[config.mk]
export PLATFORM = sky130hd
export DESIGN_NAME = wb_regfile
export DESIGN_NICKNAME = d
export VERILOG_FILES = /design/src/rtl/wb_regfile.sv
export SDC_FILE = /design/constraint.sdc
export NUM_CORES = 2
export LEC_CHECK = 0
export BUFFER_PORTS_ARGS = -buffer_cell sky130_fd_sc_hd__buf_4
export CAP_MARGIN = 30
export CORE_UTILIZATION = 50
export CTS_CLUSTER_DIAMETER = 100
export DETAILED_ROUTE_END_ITERATION = 16
export HOLD_SLACK_MARGIN = 0.08
export PLACE_DENSITY = 0.73
export SYNTH_ARGS = -nofsm -noshare
export SYNTH_HDL_FRONTEND = slang
export SYNTH_SLANG_ARGS = --single-unit
[constraint.sdc]
create_clock -name clk -period 3 [get_ports clk]
set_input_delay 0.3 -clock clk [delete_from_list [all_inputs] [get_ports clk]]
set_output_delay 0.3 -clock clk [all_outputs]
set_load 0.005 [all_outputs]
[src/rtl/wb_regfile.sv]
// RV32I write-back stage: result select, 32 x XLEN architectural register file,
// two bypassed decode read ports and one raw debug read port.
module wb_regfile #(
  parameter int XLEN = 32,
  parameter int NREG = 32
) (
  input  logic            clk,
  input  logic            rst,
  input  logic            RegWriteW,
  input  logic [1:0]      ResultSrcW,
  input  logic [4:0]      RdW,
  input  logic [XLEN-1:0] ALUResultW,
  input  logic [XLEN-1:0] ReadDataW,
  input  logic [XLEN-1:0] PCPlus4W,
  input  logic [4:0]      Rs1D,
  input  logic [4:0]      Rs2D,
  input  logic [4:0]      DbgAddr,
  output logic [XLEN-1:0] ResultW,
  output logic [XLEN-1:0] RD1D,
  output logic [XLEN-1:0] RD2D,
  output logic [XLEN-1:0] DbgData
);

  // No handshake: one write is accepted every cycle unconditionally; stalls and
  // hazards are resolved upstream of this stage.

  logic [XLEN-1:0] regs [NREG];
  logic            we;

  always_comb begin
    ResultW = ALUResultW;
    case (ResultSrcW)
      2'b01:   ResultW = ReadDataW;
      2'b10:   ResultW = PCPlus4W;
      default: ResultW = ALUResultW;  // 00, and reserved 11
    endcase
  end

  // A write in a reset cycle is dropped, so the bypass must not expose it either.
  assign we = RegWriteW && (RdW != 5'd0) && !rst;

  always_ff @(posedge clk) begin
    if (rst) begin
      for (int i = 0; i < NREG; i++) regs[i] <= '0;
    end else if (we) begin
      regs[RdW] <= ResultW;
    end
  end

  always_comb begin
    if (Rs1D == 5'd0)            RD1D = '0;
    else if (we && RdW == Rs1D)  RD1D = ResultW;
    else                         RD1D = regs[Rs1D];
  end

  always_comb begin
    if (Rs2D == 5'd0)            RD2D = '0;
    else if (we && RdW == Rs2D)  RD2D = ResultW;
    else                         RD2D = regs[Rs2D];
  end

  assign DbgData = (DbgAddr == 5'd0) ? '0 : regs[DbgAddr];

endmodule

# Yosys cells after proc, flatten, opt, wreduce, memory -nomap -nowiden
# Memory sizes are Yosys's and may differ from the RTL's.
# Index checks and enable logic that the tools add are counted.
dict set report word_totals {
  regBits 0
  ramBits 1024
  out_inout_bits 128
  memories 1
}
# name depth word_bits rd rd_ports_with_merged_regs write_ports line
set memory_table {}
lappend memory_table {regs 32 32 3 0 32 27} ;# logic [XLEN-1:0] regs [NREG];
dict set report op_classes {
  eq_ne 4
  mux 14
  n_reduce_logical 10
}
# op n
set op_table {}
lappend op_table {{$mux 32} 6}
lappend op_table {{$pmux 32 s2} 1}
lappend op_table {{$reduce_or 32->1} 1}
lappend op_table {{$logic_not 5->1} 3}
lappend op_table {{$eq 5x5->1} 2}
lappend op_table {{$mux 1} 6}
lappend op_table {{$mux 5} 1}
lappend op_table {{$reduce_bool 5->1} 1}
lappend op_table {{$logic_and 1x1->1} 4}
lappend op_table {{$eq 2x1->1 const B} 1}
lappend op_table {{$eq 2x2->1 const B} 1}
lappend op_table {{$logic_not 1->1} 1}

# Depth between registers and ports, before layout
dict set report depth {
  depth_word 8
  depth_mapped 8
  mapped_depth_nobuf 7
}

# Least setup slack after synthesis
# No wires, ideal clock.
dict set report synth_path {
  kind {input-to-reg}
  startpoint {in RegWriteW}
  endpoint {mem regs[12][0] (enable)}
  arrival_time_ps 1990
  setup_slack_ps 616
  stages 4
  n_path_buf 0
  path_cell_list {nor2b_2 -> nor3b_1 -> nand2_1 -> nand2b_1}
}
# element line
set synth_lines {}
lappend synth_lines {{start, declared} 9} ;# input logic RegWriteW,
lappend synth_lines {{end, declared} 27}

==> results_dict.tcl <==
set metrics [dict create \
    ir_worst_vdd_v 0.000529 \
    synth_flop_cell "edfxtp_1" \
    synth_seq_cells 1024 \
    ys_types 50 \
    largest_register_ffs 1024 \
    crit_end "RD1D[10]" \
    fp.dieW_um 352 \
    min_path_type "input port to flip-flop" \
    rsz0062_at_grt "true" \
    hpwl_mm 157 \
    pin_count 249 \
    fill_cells 9066 \
    vias_per_cell 7.67 \
    avgSynthCellArea_um2 14.1 \
    start_util_pct 50.3 \
    dr.pass1.iters 12 \
    worstSetupPathType "flip-flop to output port" \
    grt_max_degree 64 \
    post-route-drc-count 0 \
    dp_cells 6180 \
    vias 49000 \
    wl_per_cell_um 40.1 \
    fin_crit_ns 3.13 \
    cts_tree "done" \
    maxCapViolCount 0 \
    power_leakage_nw 24.7 \
    synth_edf_count 1024 \
    regArea_um2 30700 \
    yosysSeqAreaShare_pct 50.2 \
    instances_no_fill 6391 \
    die_h_um 352 \
    setup_violations 16 \
    hold_violations 0 \
    yosys_warnings 0 \
    finalCritPeriodShare_pct 104 \
    num-nets-final 4791 \
    grt_overflow 0 \
    final_antenna_net_count 0 \
    reg_top3 "regs: 1024 flops" \
    max-slew-margin-rel_pct 30.2 \
    dieArea_um2 124000 \
    whs_ns 0.102 \
    clk_pin_slew_worst_paths_ns 0.06 \
    start_kind "flip-flop" \
    areaGrowthSynthToFinish_pct 18.4 \
    power_density_nw_per_um2 530 \
    htreeDepth 3 \
    clockBufferDepth 3 \
    critPathLaunch "regs[16][10]" \
    synthCells 4349 \
    antenna_found_initial 11 \
    drt_iter0_drc 10200 \
    setup_slack_ns -0.126 \
    drive_gt1_share_pct 41.8 \
    num_rows 128 \
    status "finished with violations" \
    grt_pass1_vias 47400 \
    final_max_slew_viol_count 0 \
    cp-end-kind "output port" \
    failed_checks "negative setup slack" \
    cts_buffers 105 \
    cts.sinks 1024 \
    top_register "regs" \
    grt_first_pass_wirelength_mm 350 \
    coreArea_um2 122000 \
    track_usage_pct 40.7 \
    routed_wl_mm 256 \
    cts-root-buf "clkbuf_16" \
    syn_area_um2 61200 \
    path_max_fanout 3 \
    setup_tns_ns -0.494 \
    multiInputGateArea_um2 29200 \
    cp.required_ns 2.70 \
    ys_async_sr_fraction_pct 0 \
    port_buffers 248 \
    max_freq_ghz 0.320 \
    cp.arrival_ns 2.83 \
    worstMarginPinSlew_ns 1.05 \
    gp_congestion 0.970 \
]
kinds of logic after synthesis:
group | share of synthesized area, %
xor gates and xnor gates | 0.143
muxes | 30.6
and+or+nand+nor | 8.97
DFF | 50.2
other | 0.00612
AOI/OAI and AO/OA | 5.86
buffers and inverters | 4.20
adders and majority gates | 0.0408
power breakdown:
group	total, W	leakage [nW]	internal, W	switching [W]
registers	0.0171	9.75	0.0165	0.000588
logic	0.00795	13.3	0.00352	0.00443
clock network	0.0134	1.66	0.00747	0.00589
cell usage after synthesis, types with 17 or more instances:
library cell / n / share of area [%]
mux2_2: 128 / 2.4
buf_1: 23 / 0.14
nor3_1: 34 / 0.28
a21oi_1: 33 / 0.27
nand2_1: 115 / 0.70
o21ai_1: 32 / 0.26
buf_4: 41 / 0.50
inv_1: 68 / 0.42
nor2_1: 1078 / 6.6
edfxtp_1: 1024 / 50
a211oi_1: 60 / 0.74
buf_2: 88 / 0.72
buf_6: 19 / 0.35
nor4_1: 64 / 0.65
clkbuf_1: 336 / 2.1
o21ai_0: 17 / 0.14
a22o_1: 30 / 0.43
a22oi_1: 128 / 1.6
a211oi_2: 35 / 0.71
o22ai_1: 126 / 1.3
mux4_2: 766 / 28
nand2b_1: 33 / 0.34
layer usage:
layer	share of wire (%)	GRT usage, %	up-vias
met5	0.090	0.231	-
met4	11	34.8	24
met3	19	17.4	1576
met2	41	56.1	5663
met1	29	49.0	23900
li1	-	-	17800
cells in the final DEF, fill, tap and decap left out, types with 68 or more instances in the layout:
master     instances
mux2_2           128
mux4_2           766
buf_4            540
edfxtp_1        1024
clkbuf_16        107
buf_12           131
o22ai_1          119
nand2_1           73
nor2_1          1074
inv_1             68
a22oi_1          106
worst max-delay path, cell delays in order, from the launching register on:
cell      delay, ns
edfxtp_1       0.41
mux4_2         0.27
o22ai_1        0.10
nor4_1         0.44
a211oi_2       0.11
a211oi_1       0.57
buf_4          0.23
area by class of cell:
type,instances,area share [%]
diodes,9,0.0310
clock buffers,120,3.76
clock inverters,76,0.964
inverters,68,0.352
multi-input cells,2780,40.2
flip-flops and latches,1024,42.4
well taps,1625,2.80
repair buffers,689,9.49
per-stage QoR:
stage	setup slack [ns]	power (W)	utilization [%]	cell area, µm²
after CTS	-0.000346	0.0379	59.4	72300
after global routing	-0.0760	0.0390	59.6	72500
final	-0.126	0.0384	59.6	72500
after global placement	-0.466	0.0247	56.2	68400
after floorplan	0.616	0.0214	-	61400
after detailed placement	-0.434	0.0248	56.2	68400
repair_timing:
action	in CTS	in global routing
resized for setup	64	53
hold endpoints to repair	21	0
endpoints found under the setup margin	29	40
buffers inserted	2	1
pin swaps	19	24
hold buffers	9	0
worst min path at each step:
stage / start / end / slack [ns] / cells past startpoint
6_report: ALUResultW[29] / regs[6][29] / 0.10 / 3
5_1_grt: ALUResultW[29] / regs[6][29] / 0.09 / 3
4_1_cts: ALUResultW[29] / regs[4][29] / 0.08 / 3
3_5_place_dp: ALUResultW[26] / regs[4][26] / 0.75 / 3
3_3_place_gp: ALUResultW[26] / regs[4][26] / 0.73 / 3
2_1_floorplan: ALUResultW[30] / regs[6][30] / 0.62 / 2
No activity file was read; power rests on OpenSTA's default activity.
